$ cat src/rtl/pwm_capture.sv
// Servo PWM receiver: measures high time and rise-to-rise period of pwm_in in clk cycles.
// Latency: an input edge reaches the FSM SYNC_STAGES+1 cycles later (+DEGLITCH with the
//          filter), and results appear one cycle after that.
// Backpressure: none. valid and timeout are one-cycle strobes and are never stalled.
//
// Ports:
//   clk        system clock (100 MHz nominal)
//   res        synchronous reset, active-high
//   pwm_in     asynchronous PWM input
//   d_out      last measured high time, cycles
//   t_out      last measured period (rise to rise), cycles
//   valid      1-cycle strobe: d_out/t_out/range_err updated
//   range_err  d_out outside [MIN_HIGH, MAX_HIGH]; updated with valid
//   timeout    1-cycle strobe: TIMEOUT cycles elapsed without a completed period
//   lock       high after a valid, low after reset or timeout
//
// Build option: define PWM_DEGLITCH_EN to insert a level filter after the synchronizer
// that rejects pulses and gaps shorter than DEGLITCH cycles.
// SYNC_STAGES must be >= 2. TIMEOUT must be < 2^32-1.

module pwm_capture #(
    parameter int SYNC_STAGES = 2,
    parameter int TIMEOUT     = 4000000,
    parameter int MIN_HIGH    = 50000,
    parameter int MAX_HIGH    = 250000,
    parameter int DEGLITCH    = 4
) (
    input  logic        clk,
    input  logic        res,
    input  logic        pwm_in,
    output logic [31:0] d_out,
    output logic [31:0] t_out,
    output logic        valid,
    output logic        range_err,
    output logic        timeout,
    output logic        lock
);

    localparam logic [31:0] TMO  = 32'(TIMEOUT);
    localparam logic [31:0] MINH = 32'(MIN_HIGH);
    localparam logic [31:0] MAXH = 32'(MAX_HIGH);

    // After reset the synchronizer (and filter) still hold 0 regardless of the pin.
    // SEEK must not trust s until that pipeline has been refilled from the real
    // input, otherwise a pin that is high through reset would look like a fresh
    // low-to-high edge and its partial pulse would be measured.
    localparam int SETTLE = SYNC_STAGES + DEGLITCH + 1;
    localparam int STW    = $clog2(SETTLE + 1);

    typedef enum logic [1:0] {
        SEEK,
        ARMED,
        HIGH,
        LOW
    } state_t;

    // ------------------------------------------------------------------
    // Input synchronizer
    // ------------------------------------------------------------------
    logic [SYNC_STAGES-1:0] sync_q;
    logic                   s_sync;

    always_ff @(posedge clk) begin
        if (res) begin
            sync_q <= '0;
        end else begin
            sync_q <= {sync_q[SYNC_STAGES-2:0], pwm_in};
        end
    end

    assign s_sync = sync_q[SYNC_STAGES-1];

    // ------------------------------------------------------------------
    // Optional level filter
    // ------------------------------------------------------------------
    logic s;

`ifdef PWM_DEGLITCH_EN
    localparam int GW = $clog2(DEGLITCH + 1);

    logic [GW-1:0] glt_cnt_q;
    logic          filt_q;

    // The filtered level flips only once the synchronized input has disagreed
    // with it for DEGLITCH consecutive cycles. Both edge directions see the same
    // delay, so measured high time and period are preserved for clean input.
    always_ff @(posedge clk) begin
        if (res) begin
            glt_cnt_q <= '0;
            filt_q    <= 1'b0;
        end else if (s_sync == filt_q) begin
            glt_cnt_q <= '0;
        end else if (glt_cnt_q == GW'(DEGLITCH - 1)) begin
            glt_cnt_q <= '0;
            filt_q    <= s_sync;
        end else begin
            glt_cnt_q <= glt_cnt_q + GW'(1);
        end
    end

    assign s = filt_q;
`else
    assign s = s_sync;
`endif

    // ------------------------------------------------------------------
    // Edge detection and post-reset settling
    // ------------------------------------------------------------------
    logic           s_q;
    logic           rise;
    logic           fall;
    logic [STW-1:0] settle_q;
    logic           settled;

    always_ff @(posedge clk) begin
        if (res) begin
            s_q      <= 1'b0;
            settle_q <= '0;
        end else begin
            s_q <= s;
            if (settle_q != STW'(SETTLE)) begin
                settle_q <= settle_q + STW'(1);
            end
        end
    end

    assign rise    = s & ~s_q;
    assign fall    = ~s & s_q;
    assign settled = (settle_q == STW'(SETTLE));

    // ------------------------------------------------------------------
    // Measurement FSM
    // ------------------------------------------------------------------
    state_t      state_q;
    logic [31:0] cnt_h_q;
    logic [31:0] cnt_t_q;
    logic [31:0] d_q;
    logic [31:0] t_q;
    logic        valid_q;
    logic        range_err_q;
    logic        timeout_q;
    logic        lock_q;

    logic [31:0] cnt_h_inc;
    logic [31:0] cnt_t_inc;
    logic        tmo_hit;
    logic        range_err_d;

    // Counters saturate at TIMEOUT so they can never wrap while waiting.
    assign cnt_h_inc = (cnt_h_q >= TMO) ? TMO : cnt_h_q + 32'd1;
    assign cnt_t_inc = (cnt_t_q >= TMO) ? TMO : cnt_t_q + 32'd1;

    // A rise arriving on the very cycle the limit is reached still completes
    // the period; only a rise-less cycle at the limit is a loss of signal.
    assign tmo_hit     = (cnt_t_q >= TMO) & ~rise;
    assign range_err_d = (cnt_h_q < MINH) | (cnt_h_q > MAXH);

    always_ff @(posedge clk) begin
        if (res) begin
            state_q     <= SEEK;
            cnt_h_q     <= '0;
            cnt_t_q     <= '0;
            d_q         <= '0;
            t_q         <= '0;
            valid_q     <= 1'b0;
            range_err_q <= 1'b0;
            timeout_q   <= 1'b0;
            lock_q      <= 1'b0;
        end else begin
            valid_q   <= 1'b0;
            timeout_q <= 1'b0;

            case (state_q)
                // Wait for a low level so a pulse already in progress is skipped.
                SEEK: begin
                    if (settled && !s) begin
                        state_q <= ARMED;
                        cnt_h_q <= '0;
                        cnt_t_q <= '0;
                    end
                end

                // First rise starts a measurement; no result is produced yet.
                ARMED: begin
                    if (rise) begin
                        state_q <= HIGH;
                        cnt_h_q <= 32'd1;
                        cnt_t_q <= 32'd1;
                    end else if (tmo_hit) begin
                        state_q   <= SEEK;
                        timeout_q <= 1'b1;
                        lock_q    <= 1'b0;
                    end else begin
                        cnt_t_q <= cnt_t_inc;
                    end
                end

                HIGH: begin
                    if (tmo_hit) begin
                        state_q   <= SEEK;
                        timeout_q <= 1'b1;
                        lock_q    <= 1'b0;
                    end else if (s) begin
                        cnt_h_q <= cnt_h_inc;
                        cnt_t_q <= cnt_t_inc;
                    end else if (fall) begin
                        state_q <= LOW;
                        cnt_t_q <= cnt_t_inc;
                    end
                end

                // The next rise closes the period and immediately opens the next one.
                LOW: begin
                    if (rise) begin
                        state_q     <= HIGH;
                        d_q         <= cnt_h_q;
                        t_q         <= cnt_t_q;
                        range_err_q <= range_err_d;
                        valid_q     <= 1'b1;
                        lock_q      <= 1'b1;
                        cnt_h_q     <= 32'd1;
                        cnt_t_q     <= 32'd1;
                    end else if (tmo_hit) begin
                        state_q   <= SEEK;
                        timeout_q <= 1'b1;
                        lock_q    <= 1'b0;
                    end else begin
                        cnt_t_q <= cnt_t_inc;
                    end
                end

                default: begin
                    state_q <= SEEK;
                end
            endcase
        end
    end

    assign d_out     = d_q;
    assign t_out     = t_q;
    assign valid     = valid_q;
    assign range_err = range_err_q;
    assign timeout   = timeout_q;
    assign lock      = lock_q;

endmodule
$ cat config.mk
export PLATFORM = sky130hd
export DESIGN_NAME = pwm_capture
export DESIGN_NICKNAME = d
export VERILOG_FILES = /design/src/rtl/pwm_capture.sv
export SDC_FILE = /design/constraint.sdc
export NUM_CORES = 1
export LEC_CHECK = 0
export CORE_MARGIN = 10
export CORE_UTILIZATION = 45
export CTS_BUF_LIST = sky130_fd_sc_hd__clkbuf_8
export CTS_CLUSTER_DIAMETER = 60
export DETAILED_ROUTE_END_ITERATION = 8
export PLACE_DENSITY = 0.77
export SYNTH_ARGS = -nofsm -noshare
export SYNTH_HDL_FRONTEND = slang
export SYNTH_SLANG_ARGS = --single-unit
export TNS_END_PERCENT = 50
$ cat constraint.sdc
create_clock -name clk -period 3.45 [get_ports clk]
set_clock_uncertainty 0.15 [all_clocks]
set_input_delay 1.035 -clock clk [delete_from_list [all_inputs] [get_ports clk]]
set_output_delay 1.035 -clock clk [all_outputs]
set_load 0.005 [all_outputs]
Word level (Yosys, flattened, before mapping)
Cells that the tools add are included.
Widths: inputs -> output; s select.
{"block": "word_totals", "register_bits": 140, "latch_bits": 0, "ramBits": 0, "mem_bits_ro": 0, "inputBits": 3, "output_inout_bits": 68, "elab_cells": 81, "n_memories": 0}
{"block": "op_classes", "addsub": 3, "mul": 0, "n_div": 0, "order_cmp": 4, "n_eq_ne": 15, "shift": 0, "n_mux": 28, "n_bitwise": 8, "n_reduce_logical": 11}
{"cell": "$mux 32", "count": 11}
{"cell": "$pmux 32 s3", "count": 2}
{"cell": "$add 32x1->32 const B", "count": 2}
{"cell": "$ge 32x22->1 const B", "count": 2}
{"cell": "$gt 32x18->1 const B", "count": 1}
{"cell": "$lt 32x16->1 const B", "count": 1}
{"cell": "$ne 3x3->1 const B", "count": 5}
{"cell": "$mux 2", "count": 6}
{"cell": "$reduce_and 4->1", "count": 3}
{"cell": "$ne 2x2->1 const B", "count": 4}
{"cell": "$mux 1", "count": 6}
{"cell": "$pmux 2 s3", "count": 1}
{"cell": "$eq 2x2->1 const B", "count": 2}
{"cell": "$not 1->1", "count": 4}
{"cell": "$reduce_and 2->1", "count": 2}
{"cell": "$reduce_or 2->1", "count": 2}
{"cell": "$add 3x1->3 const B", "count": 1}
{"cell": "$and 1x1->1", "count": 3}
{"cell": "$eq 3x3->1 const B", "count": 1}
{"cell": "$ne 3x1->1 const B", "count": 1}
{"cell": "$pmux 1 s3", "count": 1}
{"cell": "$reduce_bool 3->1", "count": 1}
{"cell": "$eq 2x1->1 const B", "count": 1}
{"cell": "$logic_not 2->1", "count": 1}
{"cell": "other kinds (5)", "count": 5}

Longest topological paths before layout
{"block": "logic_depth", "ltp_word": 7, "mapped_depth": 9, "mapped_depth_nobuf": 7}

Worst setup path before layout
No wires, ideal clock.
{"block": "synth_path", "kind": "register to register", "startpoint": "register settle_q[0]", "endpoint": "register cnt_h_q[9]", "setup_ns": 0.070, "arrival_time_ns": 2.299, "required_ns": 3.230, "path_slack_ns": 0.931, "stages_incl_launch_ff": 9, "path_buffers": 1, "period_less_slack_ns": 2.519, "path_cell_list": "dfxtp_1 > ha_1 > ha_1 > or3b_1 > a21o_1 > a22o_1 > clkbuf_1 > or4_1 > a21oi_1"}
{"block": "synth_between", "elab_chain_len": 4}
{"item": "start, declared", "line": "112", "source": "logic [STW-1:0] settle_q;"}
{"item": "start signal, assigned", "line": "122", "source": "settle_q <= settle_q + STW'(1);"}
{"item": "$eq 3x3->1", "line": "129", "source": "assign settled = (settle_q == STW'(SETTLE));"}
{"item": "$logic_and 1x1->1", "line": "176", "source": "if (settled && !s) begin"}
{"item": "$ne 2x2->1 (no line)"}
{"item": "$reduce_and 4->1 (no line)"}
{"item": "end signal, assigned", "line": "204", "source": "cnt_h_q <= cnt_h_inc;"}
{"item": "end, declared", "line": "135", "source": "logic [31:0] cnt_h_q;"}
No other way between the ends.
A chain may end at the register's enable or synchronous reset.

Final worst setup path
{"block": "layout_path", "startpoint": "register cnt_t_q[22]", "endpoint": "register cnt_t_q[16]"}
{"block": "layout_between", "elab_chain_len": 6, "word_cells_on_any_way": 12, "cone_classes": "1 x order compare; 2 x eq/ne; 7 x mux; 1 x bitwise; 1 x reduce/logical"}
{"item": "start, declared", "line": "136", "source": "logic [31:0] cnt_t_q;"}
{"item": "start signal, assigned", "line": "194", "source": "cnt_t_q <= cnt_t_inc;"}
{"item": "start signal, assigned", "line": "205", "source": "cnt_t_q <= cnt_t_inc;"}
{"item": "start signal, assigned", "line": "208", "source": "cnt_t_q <= cnt_t_inc;"}
{"item": "$ge 32x22->1 (*)", "line": "151, 155"}
{"item": "$mux 32", "line": "151", "source": "assign cnt_t_inc = (cnt_t_q >= TMO) ? TMO : cnt_t_q + 32'd1;"}
{"item": "$mux 32", "line": "206", "source": "end else if (fall) begin"}
{"item": "$mux 32", "line": "203", "source": "end else if (s) begin"}
{"item": "$mux 32", "line": "199", "source": "if (tmo_hit) begin"}
{"item": "$pmux 32 s3", "line": "173", "source": "case (state_q)"}
Mark *: on every way between the ends. The rest lies on a longest branch, timed or not. The select of a mux whose other input is x is not followed.

==> impl_results.md <==
- Number of pins exceeding their max-slew limit in the final report: 0
- RSZ-0062 raised after global routing: false
- Die Width: 139 um
- Multiplexer fraction of the synthesized cell area: 0.315%
- Hold violation count in the final report: 0
- Total CTS buffers: 17
- Gates resized, CTS repair: 0
- Largest vdd supply drop: 0.322 mV
- Number of buffers added on ports: 70
- Total negative slack for setup checks: 0 ps
- Nature of the critical path startpoint: flip-flop
- Fraction of registers with async set/reset: 0%
- Transition time at the pin with the least slew margin: 827 ps
- Vias: 6193
- Buffer depth of the longest clock path: 2
- Placer congestion estimate: 0.918
- Starting density of the core: 45.9%
- Area inside the core boundary: 0.0138 mm2
- Post-synthesis share of cell area spent on full adders, half adders and majority gates: 1.18%
- Number of storage elements in the synthesis netlist: 140
- Worst setup slack for register-to-register paths: 570 ps
- Wire length of the first global-routing pass: 28.8 mm
- Boundary pin count: 71
- Total half-perimeter wirelength after legalization and detailed placement: 11.9 mm
- Area fraction of the dominant cell type after synthesis: 44.2%
- Period minus WS final: 2880 ps
- Net Count, Synth: 810
- Combined area of all synthesized cells: 0.00635 mm2
- Global route overflow: 0
- Vias in the first global route: 5709
- Layout net count: 856
- Outcome: finished, final reports clean
- TritonCTS clock tree: built
- Antenna Cells: 0
- Startpoint of the worst setup timing path: cnt_t_q[22]
- Area enclosed by the die boundary: 0.0193 mm2
- Data arrival time of the critical path: 3080 ps
- Number of flops mapped to enable cells by yosys: 0
- XOR/XNOR Fraction of Synth Area: 0.276%
- Growth of design area from synthesis to finish: 20.1%
- Sequential area share after synthesis: 44.2%
- Maximum number of pins on one net before global-route repair: 67
- Clk sinks: 140
- Maximum operating frequency: 347 MHz
- Critical path endpoint: cnt_t_q[16]
- Top cells by area in the synthesized netlist: sky130_fd_sc_hd__dfxtp_1 (44%), sky130_fd_sc_hd__nand2_1 (9.4%), sky130_fd_sc_hd__a21oi_1 (7.2%), sky130_fd_sc_hd__clkbuf_1 (3.0%), sky130_fd_sc_hd__nand3_1 (2.4%)
- Required time reported for the critical path endpoint: 3640 ps
- Power per cell area: 406 mW/mm2
- Clock Latency Late Sink: 450 ps
- First-pass detailed-route iteration total: 7
- Share of final-layout standard cells stronger than drive strength 1: 7.79%
- Row count: 43
- Register-to-Register Path Depth: 5
- Startpoint of the worst register-to-register path: cnt_t_q[22]
- Compound-gate portion of the synthesized area: 22.2%
- Number of distinct library cells after synthesis: 65
- GRT Total Usage: 17.5%
- Setup fix buffers added after clock tree synthesis: 0
- Reg-to-reg critical path endpoint: cnt_t_q[16]
- Cell leakage power: 2.41 nW
- Max-cap check violation count: 0
- Mean instance size in the synthesized netlist: 7.92 um2
- Height of the die: 139 um
- Critical Path Fanout Max: 16
- Number of violations reported at the end of detailed-routing iteration 0: 644
- Simple logic cell fraction of the synthesized area: 26.3%
- Start-to-end type of the worst setup path: flip-flop to flip-flop
- Average wire per standard cell: 16.9 um
- Routed Wire Length: 17.6 mm
- Ratio of final minimum period to clock period: 83.5%
- Hold buffers post-CTS: 0
- Most used DFF post-synth: sky130_fd_sc_hd__dfxtp_1
- Post-Route Hold Slack: 291 ps
- Final setup fails: 0
- Hold WC Path Type: flip-flop to flip-flop
- Post-DRT Antenna Nets: 0
- Number of antenna violations at the first check in global routing: 0
- Remaining routing DRC violations: 0
- Most area-hungry cell type in the Yosys netlist: sky130_fd_sc_hd__dfxtp_1
- Vias per std cell: 5.95
- Deepest level of the CTS H-tree: 4
- Clock root buffer: sky130_fd_sc_hd__clkbuf_8
- Yosys warns: 0
- Relative slew margins: 44.9%
- Number of cells produced by synthesis: 801
- Clock transition at the register clock pins on the worst setup and hold paths after CTS: 80 ps
- Largest family of logic cells by synthesized area: simple AND/OR/NAND/NOR gates
- Kind of end point of the critical path: flip-flop
-- synthesized netlist by cell type (all sizes together) (3+ instances only) --
| master | n |
|---|---|
| a211oi | 6 |
| buf | 10 |
| a221oi | 11 |
| a31o | 3 |
| a41oi | 3 |
| o21ai | 27 |
| nand3b | 3 |
| a311oi | 7 |
| nor2 | 36 |
| a31oi | 13 |
| o31ai | 14 |
| nor2b | 6 |
| or4 | 11 |
| dfxtp | 140 |
| or2 | 3 |
| a21oi | 93 |
| or3 | 3 |
| nor4 | 13 |
| nor3 | 22 |
| a21o | 4 |
| o211ai | 13 |
| nand2 | 159 |
| and3 | 13 |
| ha | 6 |
| nand4 | 24 |
| nor3b | 7 |
| nand2b | 3 |
| and4 | 3 |
| clkbuf | 51 |
| inv | 29 |
| and2 | 4 |
| o41ai | 4 |
| nand3 | 30 |
-- kinds of logic after synthesis --
group,count (synthesis)
simple gates,345
compound gates,216
flops,140
buf+inv,90
fa+ha+maj,6
xor+xnor,2
mux,2
-- worst min path at each step --
stage / start / end / slack, ps / cells after the start
after floorplan: sync_q[0] / sync_q[1] / 260 / 1
after global placement: sync_q[0] / sync_q[1] / 280 / 1
after detailed placement: sync_q[0] / sync_q[1] / 270 / 1
after CTS: sync_q[0] / sync_q[1] / 290 / 1
after global routing: sync_q[0] / sync_q[1] / 320 / 1
final: sync_q[0] / sync_q[1] / 290 / 1
-- per-layer routing --
layer	GRT usage, %	routed length, um
met4	7.47	376
met5	0	0
met1	20.8	7520
met2	28.7	8580
met3	5.41	1140
-- state kept, by name, indices dropped and copies added (netlist names) --
name and cells:
range_err 1, cnt_t_q 32, t_out 32, sync_q 2, s_q 1, lock 1
valid 1, cnt_h_q 32, d_out 32, settle_q 3, state_q 2, timeout 1
-- cell usage in the layout, fill, tap and decap left out, drive strengths merged, types with 4 or more instances in the layout --
cell / instances
dfxtp: 140
nand3: 30
o21ai: 27
or4: 11
a31oi: 13
ha: 6
clkinv: 5
buf: 19
and2: 4
a221oi: 11
a21oi: 93
clkdlybuf4s50: 69
nor2b: 6
nor4: 13
nor3b: 7
nand2: 159
nor2: 36
o31ai: 14
o211ai: 13
a21o: 4
clkbuf: 21
inv: 30
o41ai: 4
a211oi: 6
and3: 13
nand4: 24
nor3: 22
a311oi: 7
-- stage by stage --
step                instance area (um2)  instances  setup slack, ps  power (mW)  util (%)
finish                             7620       1040              569        3.09      55.1
global route                       7620       1040              359        3.21      55.1
CTS                                7620       1040              610        3.12      55.1
detailed placement                 7190       1008              648        1.72      52.0
global placement                   7190       1008              722        1.72      52.0
floorplan                          6350        801              931        1.70         -
-- where the power goes --
group	internal, mW	switching [mW]
logic	0.0154	0.0427
registers	1.62	0.00476
clock network	0.788	0.623
total	2.42	0.671
-- cell type report --
| type | count | area (um2) |
|---|---|---|
| flip-flops and latches | 140 | 2800 |
| multi-input cells | 571 | 3200 |
| inverters | 29 | 109 |
| repair buffers | 88 | 858 |
| clock inverters | 11 | 141 |
| clock buffers | 21 | 289 |
| fillers | 1285 | 6200 |
| well taps | 180 | 225 |
-- critical path, cell delays in order, from the launching register on --
cell and delay [ps]:
sky130_fd_sc_hd__dfxtp_1 390, sky130_fd_sc_hd__or4b_4 560, sky130_fd_sc_hd__a2111oi_4 600, sky130_fd_sc_hd__or2_1 550
sky130_fd_sc_hd__o31ai_1 180, sky130_fd_sc_hd__a221oi_1 340
Note: power is estimated with default switching activity, not from simulation.
